## src/rtl/clock_div_pkg.sv

```systemverilog
// Shared definitions for the clock's constant dividers: state encoding,
// the per-field divisor constants and a worst-case latency helper.
package clock_div_pkg;

   localparam logic DIV_IDLE = 1'b0;
   localparam logic DIV_RUN  = 1'b1;

   localparam int unsigned DIV_BY_10  = 10;
   localparam int unsigned DIV_BY_60  = 60;
   localparam int unsigned DIV_BY_24  = 24;
   localparam int unsigned DIV_BY_100 = 100;

   // Cycles from the accepting edge to the completing edge for the largest dividend
   function automatic int unsigned div_worst_latency(input int unsigned width,
                                                     input int unsigned divisor);
      longint unsigned max_val;
      max_val = (64'd1 << width) - 64'd1;
      return 32'(max_val / 64'(divisor)) + 32'd1;
   endfunction

endpackage

```

## src/rtl/seq_divide_by_const_sub_step.sv

```systemverilog
// Combinational compare-and-subtract step of the sequential constant divider.
module div_sub_step #(
   parameter int WIDTH   = 8,
   parameter int DIVISOR = 10
) (
   input  logic [WIDTH-1:0] rem,
   output logic [WIDTH-1:0] next_rem,
   output logic             inc
);

   localparam logic [WIDTH-1:0] DIV_W = WIDTH'(DIVISOR);

   // The compare guards the subtraction, so next_rem never underflows
   assign inc      = (rem >= DIV_W);
   assign next_rem = inc ? (rem - DIV_W) : rem;

endmodule

```

## src/rtl/seq_divide_by_const.sv

```systemverilog
// Multi-cycle divider by a compile-time constant, one subtraction per clock.
// Optional macro SEQ_DIV_QSAT_EN: saturating quotient counter plus ovf output.
module seq_divide_by_const
   import clock_div_pkg::*;
#(
   parameter int WIDTH   = 8,
   parameter int DIVISOR = 10,
   parameter int QWIDTH  = 8
) (
   input  logic              clk,
   input  logic              rst,
   input  logic              start,
   input  logic [WIDTH-1:0]  dividend,
   output logic              busy,
   output logic              done,
   output logic [QWIDTH-1:0] quotient,
   output logic [WIDTH-1:0]  remainder
`ifdef SEQ_DIV_QSAT_EN
   ,
   output logic              ovf
`endif
);

   if ((DIVISOR < 1) || (longint'(DIVISOR) > ((64'sd1 <<< WIDTH) - 64'sd1))) begin : g_bad_divisor
      $error("seq_divide_by_const: DIVISOR out of range 1 .. 2**WIDTH-1");
   end

   logic              state;
   logic [WIDTH-1:0]  rem;
   logic [WIDTH-1:0]  next_rem;
   logic              inc;
   logic [QWIDTH-1:0] count;

`ifdef SEQ_DIV_QSAT_EN
   localparam logic [QWIDTH-1:0] Q_MAX = '1;
   logic sat_hit;
`endif

   div_sub_step #(
      .WIDTH   (WIDTH),
      .DIVISOR (DIVISOR)
   ) u_step (
      .rem      (rem),
      .next_rem (next_rem),
      .inc      (inc)
   );

   // done defaults low every cycle so it only survives the cycle after completion
   always_ff @(posedge clk) begin
      if (rst) begin
         state     <= DIV_IDLE;
         busy      <= 1'b0;
         done      <= 1'b0;
         quotient  <= '0;
         remainder <= '0;
         rem       <= '0;
         count     <= '0;
`ifdef SEQ_DIV_QSAT_EN
         sat_hit   <= 1'b0;
         ovf       <= 1'b0;
`endif
      end else begin
         done <= 1'b0;
         case (state)
            DIV_IDLE: begin
               if (start) begin
                  rem   <= dividend;
                  count <= '0;
                  busy  <= 1'b1;
                  state <= DIV_RUN;
`ifdef SEQ_DIV_QSAT_EN
                  sat_hit <= 1'b0;
`endif
               end
            end
            default: begin
               if (inc) begin
                  rem <= next_rem;
`ifdef SEQ_DIV_QSAT_EN
                  // Subtraction keeps going at saturation so the remainder stays exact
                  if (count == Q_MAX) begin
                     sat_hit <= 1'b1;
                  end else begin
                     count <= count + 1'b1;
                  end
`else
                  count <= count + 1'b1;
`endif
               end else begin
                  quotient  <= count;
                  remainder <= rem;
                  done      <= 1'b1;
                  busy      <= 1'b0;
                  state     <= DIV_IDLE;
`ifdef SEQ_DIV_QSAT_EN
                  ovf       <= sat_hit;
`endif
               end
            end
         endcase
      end
   end

endmodule

```

## config.mk

```make
export PLATFORM = sky130hd
export DESIGN_NAME = seq_divide_by_const
export DESIGN_NICKNAME = d
export VERILOG_FILES = /design/src/rtl/clock_div_pkg.sv /design/src/rtl/seq_divide_by_const_sub_step.sv /design/src/rtl/seq_divide_by_const.sv
export SDC_FILE = /design/constraint.sdc
export NUM_CORES = 1
export LEC_CHECK = 0
export ABC_CLOCK_PERIOD_IN_PS = 1700
export CORE_MARGIN = 5
export CORE_UTILIZATION = 50
export DETAILED_ROUTE_END_ITERATION = 10
export PLACE_DENSITY = 0.78
export REMOVE_ABC_BUFFERS = 1
export SYNTH_ARGS = -nofsm -noshare
export SYNTH_HDL_FRONTEND = slang
export SYNTH_SLANG_ARGS = --single-unit
export TNS_END_PERCENT = 10
```

## constraint.sdc

```tcl
create_clock -name clk -period 1.7 [get_ports clk]
set_input_delay 0.34 -clock clk [delete_from_list [all_inputs] [get_ports clk]]
set_output_delay 0.34 -clock clk [all_outputs]
set_load 0.1 [all_outputs]
```

==> results of run 1 <==
-- per-stage QoR --
stage          power [mW]  setup slack, ns
2_1_floorplan        1.16            0.147
3_3_place_gp         1.32          -0.0203
3_5_place_dp         1.33           -0.111
4_1_cts              1.93           0.0123
5_1_grt              2.01          -0.0294
6_report             1.93            0.102
-- placed cells by master (no fill, tap or decap), drive strengths merged, types with 2 or more instances in the layout --
cell           Yosys  routed
nor2b              3       3
dfxtp             35      35
ha                 2       2
nand3              3       3
a211oi             2       2
a21oi              8       8
and2               4       4
clkinv             0       2
inv                3       3
clkbuf             3       5
buf                3      30
or3                4       4
clkdlybuf4s50      0      10
a311oi             3       3
o21ai              4       4
a2111oi            2       2
nand2b             3       3
nor3b              3       3
a31oi              5       5
nand2             10      10
and3               2       2
o211ai             2       2
nor2              10      10
o21a               2       2
a22o              12      12
-- flip-flops by register name (all words and copies together) (netlist names) --
| name | flops |
|---|---|
| remainder | 8 |
| busy | 1 |
| done | 1 |
| count | 8 |
| quotient | 8 |
| rem | 8 |
| state | 1 |
-- routing by layer --
layer	global-route usage	routed length, um
met1	0.211	1480
met2	0.307	1840
met3	0.0551	229
met4	0.0935	82
met5	0	0
-- worst max-delay path, cell delays in order (launching register included) --
cell,delay (ns)
dfxtp_1,0.45
nor4_4,0.07
buf_4,0.17
a21boi_2,0.32
nand4_1,0.19
mux2_2,0.30
-- worst min path at each step --
stage / startpoint / end / depth (start not counted)
floorplan: rst / rem[2] / 1
global placement: rem[0] / rem[0] / 2
detailed placement: rem[0] / rem[0] / 2
CTS: rem[0] / rem[0] / 2
global route: rem[0] / rem[0] / 2
finish: rem[0] / rem[0] / 2
-- kinds of logic after synthesis --
group	Yosys count
and+or+nand+nor	48
AOI/OAI and AO/OA	44
DFF	35
buffers and inverters	9
muxes	2
adders and majority gates	2
-- power breakdown --
part | switching (mW) | leakage, nW | internal (mW)
Combinational | 0.239 | 0.470 | 0.182
Sequential | 0.0527 | 0.284 | 0.856
Clock | 0.287 | 0.0452 | 0.309
Total | 0.579 | 0.800 | 1.35
-- repair_timing --
item	CTS	global route
resized for setup	0	2
endpoints found under the hold margin	0	0
endpoints found under the setup margin	0	18
setup buffers	0	0
hold buffers	0	0
-- synth_stat cells, drive strengths merged (3+ instances only) --
cell | count | area share
a311oi | 3 | 0.018
nor2 | 10 | 0.026
a31oi | 5 | 0.026
inv | 3 | 0.0079
a22o | 12 | 0.081
o21ai | 4 | 0.017
nor2b | 3 | 0.013
nand2b | 3 | 0.013
and2 | 4 | 0.018
a21oi | 8 | 0.028
nor3b | 3 | 0.024
clkbuf | 3 | 0.0079
nand3 | 3 | 0.011
or3 | 4 | 0.018
nand2 | 10 | 0.028
dfxtp | 35 | 0.49
buf | 3 | 0.015
-- layout make-up --
class                           count  area (um^2)
Fill cell                         183          662
Inverter                            3         11.3
Clock buffer                        5         37.5
Timing Repair Buffer               40          563
Multi-Input combinational cell     96          701
Clock inverter                      3         43.8
Sequential cell                    35          701
Tap cell                           31         38.8
==> flow_metrics.tcl, run 1 <==
set metrics [dict create \
    crit_type "reg -> reg" \
    syn_avg_cell_area_um2 10.2 \
    grt_pass1_vias 1287 \
    synth_fa_ha_area_frac 0.0175 \
    powerDensity_mw_per_mm2 919 \
    diodes 0 \
    yosysSeqAreaShare 0.490 \
    synth_cell_type_count 41 \
    nets 194 \
    rows 19 \
    ant_nets 0 \
    synth_edf_count 0 \
    area_delta_synth_final_pct 46.7 \
    cts.root.buffer_cell "clkbuf_4" \
    synthCells 140 \
    max_freq_mhz 626 \
    min_path_type "reg -> reg" \
    clock_path_buffers 2 \
    clock_skew_ns 0.00837 \
    numPortBuffers 28 \
    startpoint "rem[5]" \
    dp_cells 205 \
    worstSkewPairLatency_ns 0.34 \
    die_y_um 63.5 \
    crit_path_start_kind "flip-flop" \
    vdd_ir_drop_max_v 0.000990 \
    hold-worst-slack_ns 0.489 \
    min_period_ns 1.60 \
    yosys.area_share.simple 0.198 \
    relSlewSlack 0.664 \
    grt_max_degree 18 \
    synth.area.mux_share 0.0149 \
    rr_endpoint "count[7]" \
    grt.overflow.total 0 \
    cp_max_fo 6 \
    first_iter_violations 60 \
    maxCapViolCount 0 \
    place_area_mm2 0.00200 \
    async_flop_share 0 \
    coreArea_mm2 0.00276 \
    p_leak_nw 0.800 \
    cp-endpoint "count[7]" \
    grt_pass1_wl_mm 5.83 \
    utilization 0.760 \
    r2r_start "rem[5]" \
    viasPerCell 6.04 \
    synth-compound-area-share 0.249 \
    drcViolationCount 0 \
    die-area_mm2 0.00403 \
    gp_congestion 0.831 \
    setup_violations 0 \
    synth_flop_cell "dfxtp_1" \
    synthXorXnorAreaFrac 0 \
    worst_pin_slew_ns 0.504 \
    hold_viol 0 \
    synth_top_family_by_area "compound AO/OA/AOI/OAI gates" \
    io_pins 29 \
    synth-seq-cells 35 \
    stdcell_area_mm2 0.00210 \
    cp.arrival_ns 1.84 \
    clock-sinks 35 \
    initial_core_util 0.518 \
    period_share 0.940 \
    wl_per_cell_um 17.1 \
    antenna_found_initial 0 \
    reg2reg_depth 5 \
    cp-end-kind "flip-flop" \
    die_w_um 63.5 \
    grt_use_total 0.184 \
    wl_mm 3.64 \
    cts.reportedPaths.clkPinSlew_ns 0.11 \
    dr.pass1.iters 4 \
    worstPathRequired_ns 1.94 \
    via_count 1287 \
    r2r_setup_slack_ns 0.10 \
    syn-cell-area_mm2 0.00143 \
    cts_tree "built" \
    cts_buffers 5 \
    instances_no_fill 213 \
    h-tree-depth 2 \
    yosysWarnings 0 \
    setup_tns_ns 0 \
    drive_gt1_frac 0.308 \
    dpl.hpwl_mm 2.64 \
    status "finished clean" \
    final-max-slew-violation-count 0 \
]
Power figures use the tool's default switching activity.
==> inputs of run 2 (changes only) <==
--- a/config.mk
+++ b/config.mk
@@ -9,7 +9,7 @@
 export CORE_MARGIN = 5
 export CORE_UTILIZATION = 50
 export DETAILED_ROUTE_END_ITERATION = 10
-export PLACE_DENSITY = 0.78
+export PLACE_DENSITY = 0.79
 export REMOVE_ABC_BUFFERS = 1
 export SYNTH_ARGS = -nofsm -noshare
 export SYNTH_HDL_FRONTEND = slang
==> run 2 against run 1 <==
  * Global-route usage increased by 0.50 points
  * Combinational power decreased by 1%
  * Hold slack worse by 0.022 ns
  * First-iteration DRC count is 23% lower
  * Count of clock-buffer cells in the layout is the same
==> flow_metrics.tcl, run 2 (same netlist as run 1, synthesis figures left out) <==
set metrics [dict create \
    cts.root.buffer_cell "clkbuf_4" \
    vdd_ir_drop_max_v 0.00106 \
    crit_type "reg -> reg" \
    antenna_found_initial 0 \
    min_path_type "reg -> reg" \
    setup_ws_ns 0.0794 \
    relSlewSlack 0.703 \
    dr.pass1.iters 4 \
    wl_mm 3.53 \
    status "finished clean" \
    worst_pin_slew_ns 0.445 \
    coreArea_mm2 0.00276 \
    cts.reportedPaths.clkPinSlew_ns 0.11 \
    final_common_cell "dfxtp_1" \
    wl_per_cell_um 16.7 \
    cp-end-kind "flip-flop" \
    grt.overflow.total 0 \
    gp_congestion 0.849 \
    cts_setup_buffers 0 \
    cts_tree "built" \
    cts_buffers 5 \
    total_power_mw 1.93 \
    reg2reg_depth 6 \
    min_period_ns 1.62 \
    diodes 0 \
    drcViolationCount 0 \
    setup_violations 0 \
    ant_nets 0 \
    clock-sinks 35 \
    rr_endpoint "quotient[4]" \
    multi_input_area_um2 701 \
    via_count 1261 \
    cp_max_fo 13 \
    whs_endpoint "rem[0]" \
    rows 19 \
    setup_tns_ns 0 \
    r2r_setup_slack_ns 0.08 \
    p_leak_nw 0.795 \
    grt_use_total 0.189 \
    rsz0062_at_grt "yes" \
    hp-start "rem[0]" \
    powerDensity_mw_per_mm2 923 \
    layout_common_cells "dfxtp_1 (34), buf_12 (19), nor2_1 (10), clkdlybuf4s50_1 (10), buf_4 (10)" \
    final.fill_count 198 \
    first_iter_violations 46 \
    seqCellArea_um2 702 \
    crit_path_start_kind "flip-flop" \
    cp.arrival_ns 1.92 \
    hold_viol 0 \
    die_y_um 63.5 \
    io_pins 29 \
    dp_cells 204 \
    clock_skew_ns 0.00793 \
    grt_pass1_wl_mm 5.94 \
    viasPerCell 5.95 \
    nets 193 \
    dpl.hpwl_mm 2.58 \
    drive_gt1_frac 0.309 \
    dp_worst_setup_slack_ns -0.104 \
    r2r_start "rem[6]" \
    worstSkewPairLatency_ns 0.35 \
    maxCapViolCount 0 \
    numPortBuffers 28 \
    die-area_mm2 0.00403 \
    period_share 0.953 \
    instances_no_fill 212 \
    worstPathRequired_ns 2.00 \
    whs_path_depth 2 \
    final-max-slew-violation-count 0 \
    max_freq_mhz 617 \
    h-tree-depth 2 \
    area_delta_synth_final_pct 46.2 \
    grt_max_degree 18 \
    die_w_um 63.5 \
    grt_pass1_vias 1357 \
    initial_core_util 0.518 \
    clock_path_buffers 2 \
]
[run 2: cell count changes in the layout (fill, tap and decap cells not counted)]
cell / change
dfxtp_1: -1
dfxtp_2: +1
buf_4: -1
[run 2: report_power, final]
| part | internal, mW | leakage, nW | switching (mW) |
|---|---|---|---|
| combinational | 0.181 | 0.465 | 0.236 |
| sequential | 0.857 | 0.285 | 0.0528 |
| clock | 0.309 | 0.0452 | 0.293 |
[run 2: what timing repair did]
action	4_1_cts	5_1_grt
hold endpoints to repair	0	0
hold buffers	0	0
endpoints found under the setup margin	0	20
resized for setup	0	3
[run 2: final cells by class]
type,count,area share
repair buffers,39,0.266
flip-flops and latches,35,0.336
inverters,3,0.00539
clock inverters,3,0.0210
well taps,31,0.0186
multi-input cells,96,0.335
clock buffers,5,0.0180
[run 2: layer usage]
| layer | GRT usage | wire [um] | up-vias |
|---|---|---|---|
| met5 | 0 | 0 | - |
| met4 | 0.101 | 106 | 0 |
| met3 | 0.0693 | 188 | 13 |
| met2 | 0.312 | 1790 | 39 |
| met1 | 0.209 | 1450 | 601 |
| li1 | - | - | 608 |
[run 2: how the worst max path moves through the flow]
stage / startpoint / end / slack, ns
after floorplan: rem[4] / quotient[0] / 0.15
after global placement: start / rem[3] / -0.03
after detailed placement: start / rem[3] / -0.10
after CTS: rem[5] / remainder[3] / 0.03
after global routing: rem[2] / rem[3] / -0.07
final: rem[6] / quotient[4] / 0.08
[run 2: metrics by stage]
step	utilization	area, um^2	hold WS [ns]
floorplan	-	1400	0.409
global placement	0.722	1990	0.449
detailed placement	0.722	1990	0.455
CTS	0.751	2070	0.469
global route	0.758	2090	0.507
finish	0.758	2090	0.467
[run 2: critical path, stage by stage, from the launching register on]
cell,delay (ns)
dfxtp_2,0.37
nor4_4,0.37
buf_4,0.21
nand2_2,0.08
nor3b_4,0.23
buf_12,0.16
a22o_1,0.14
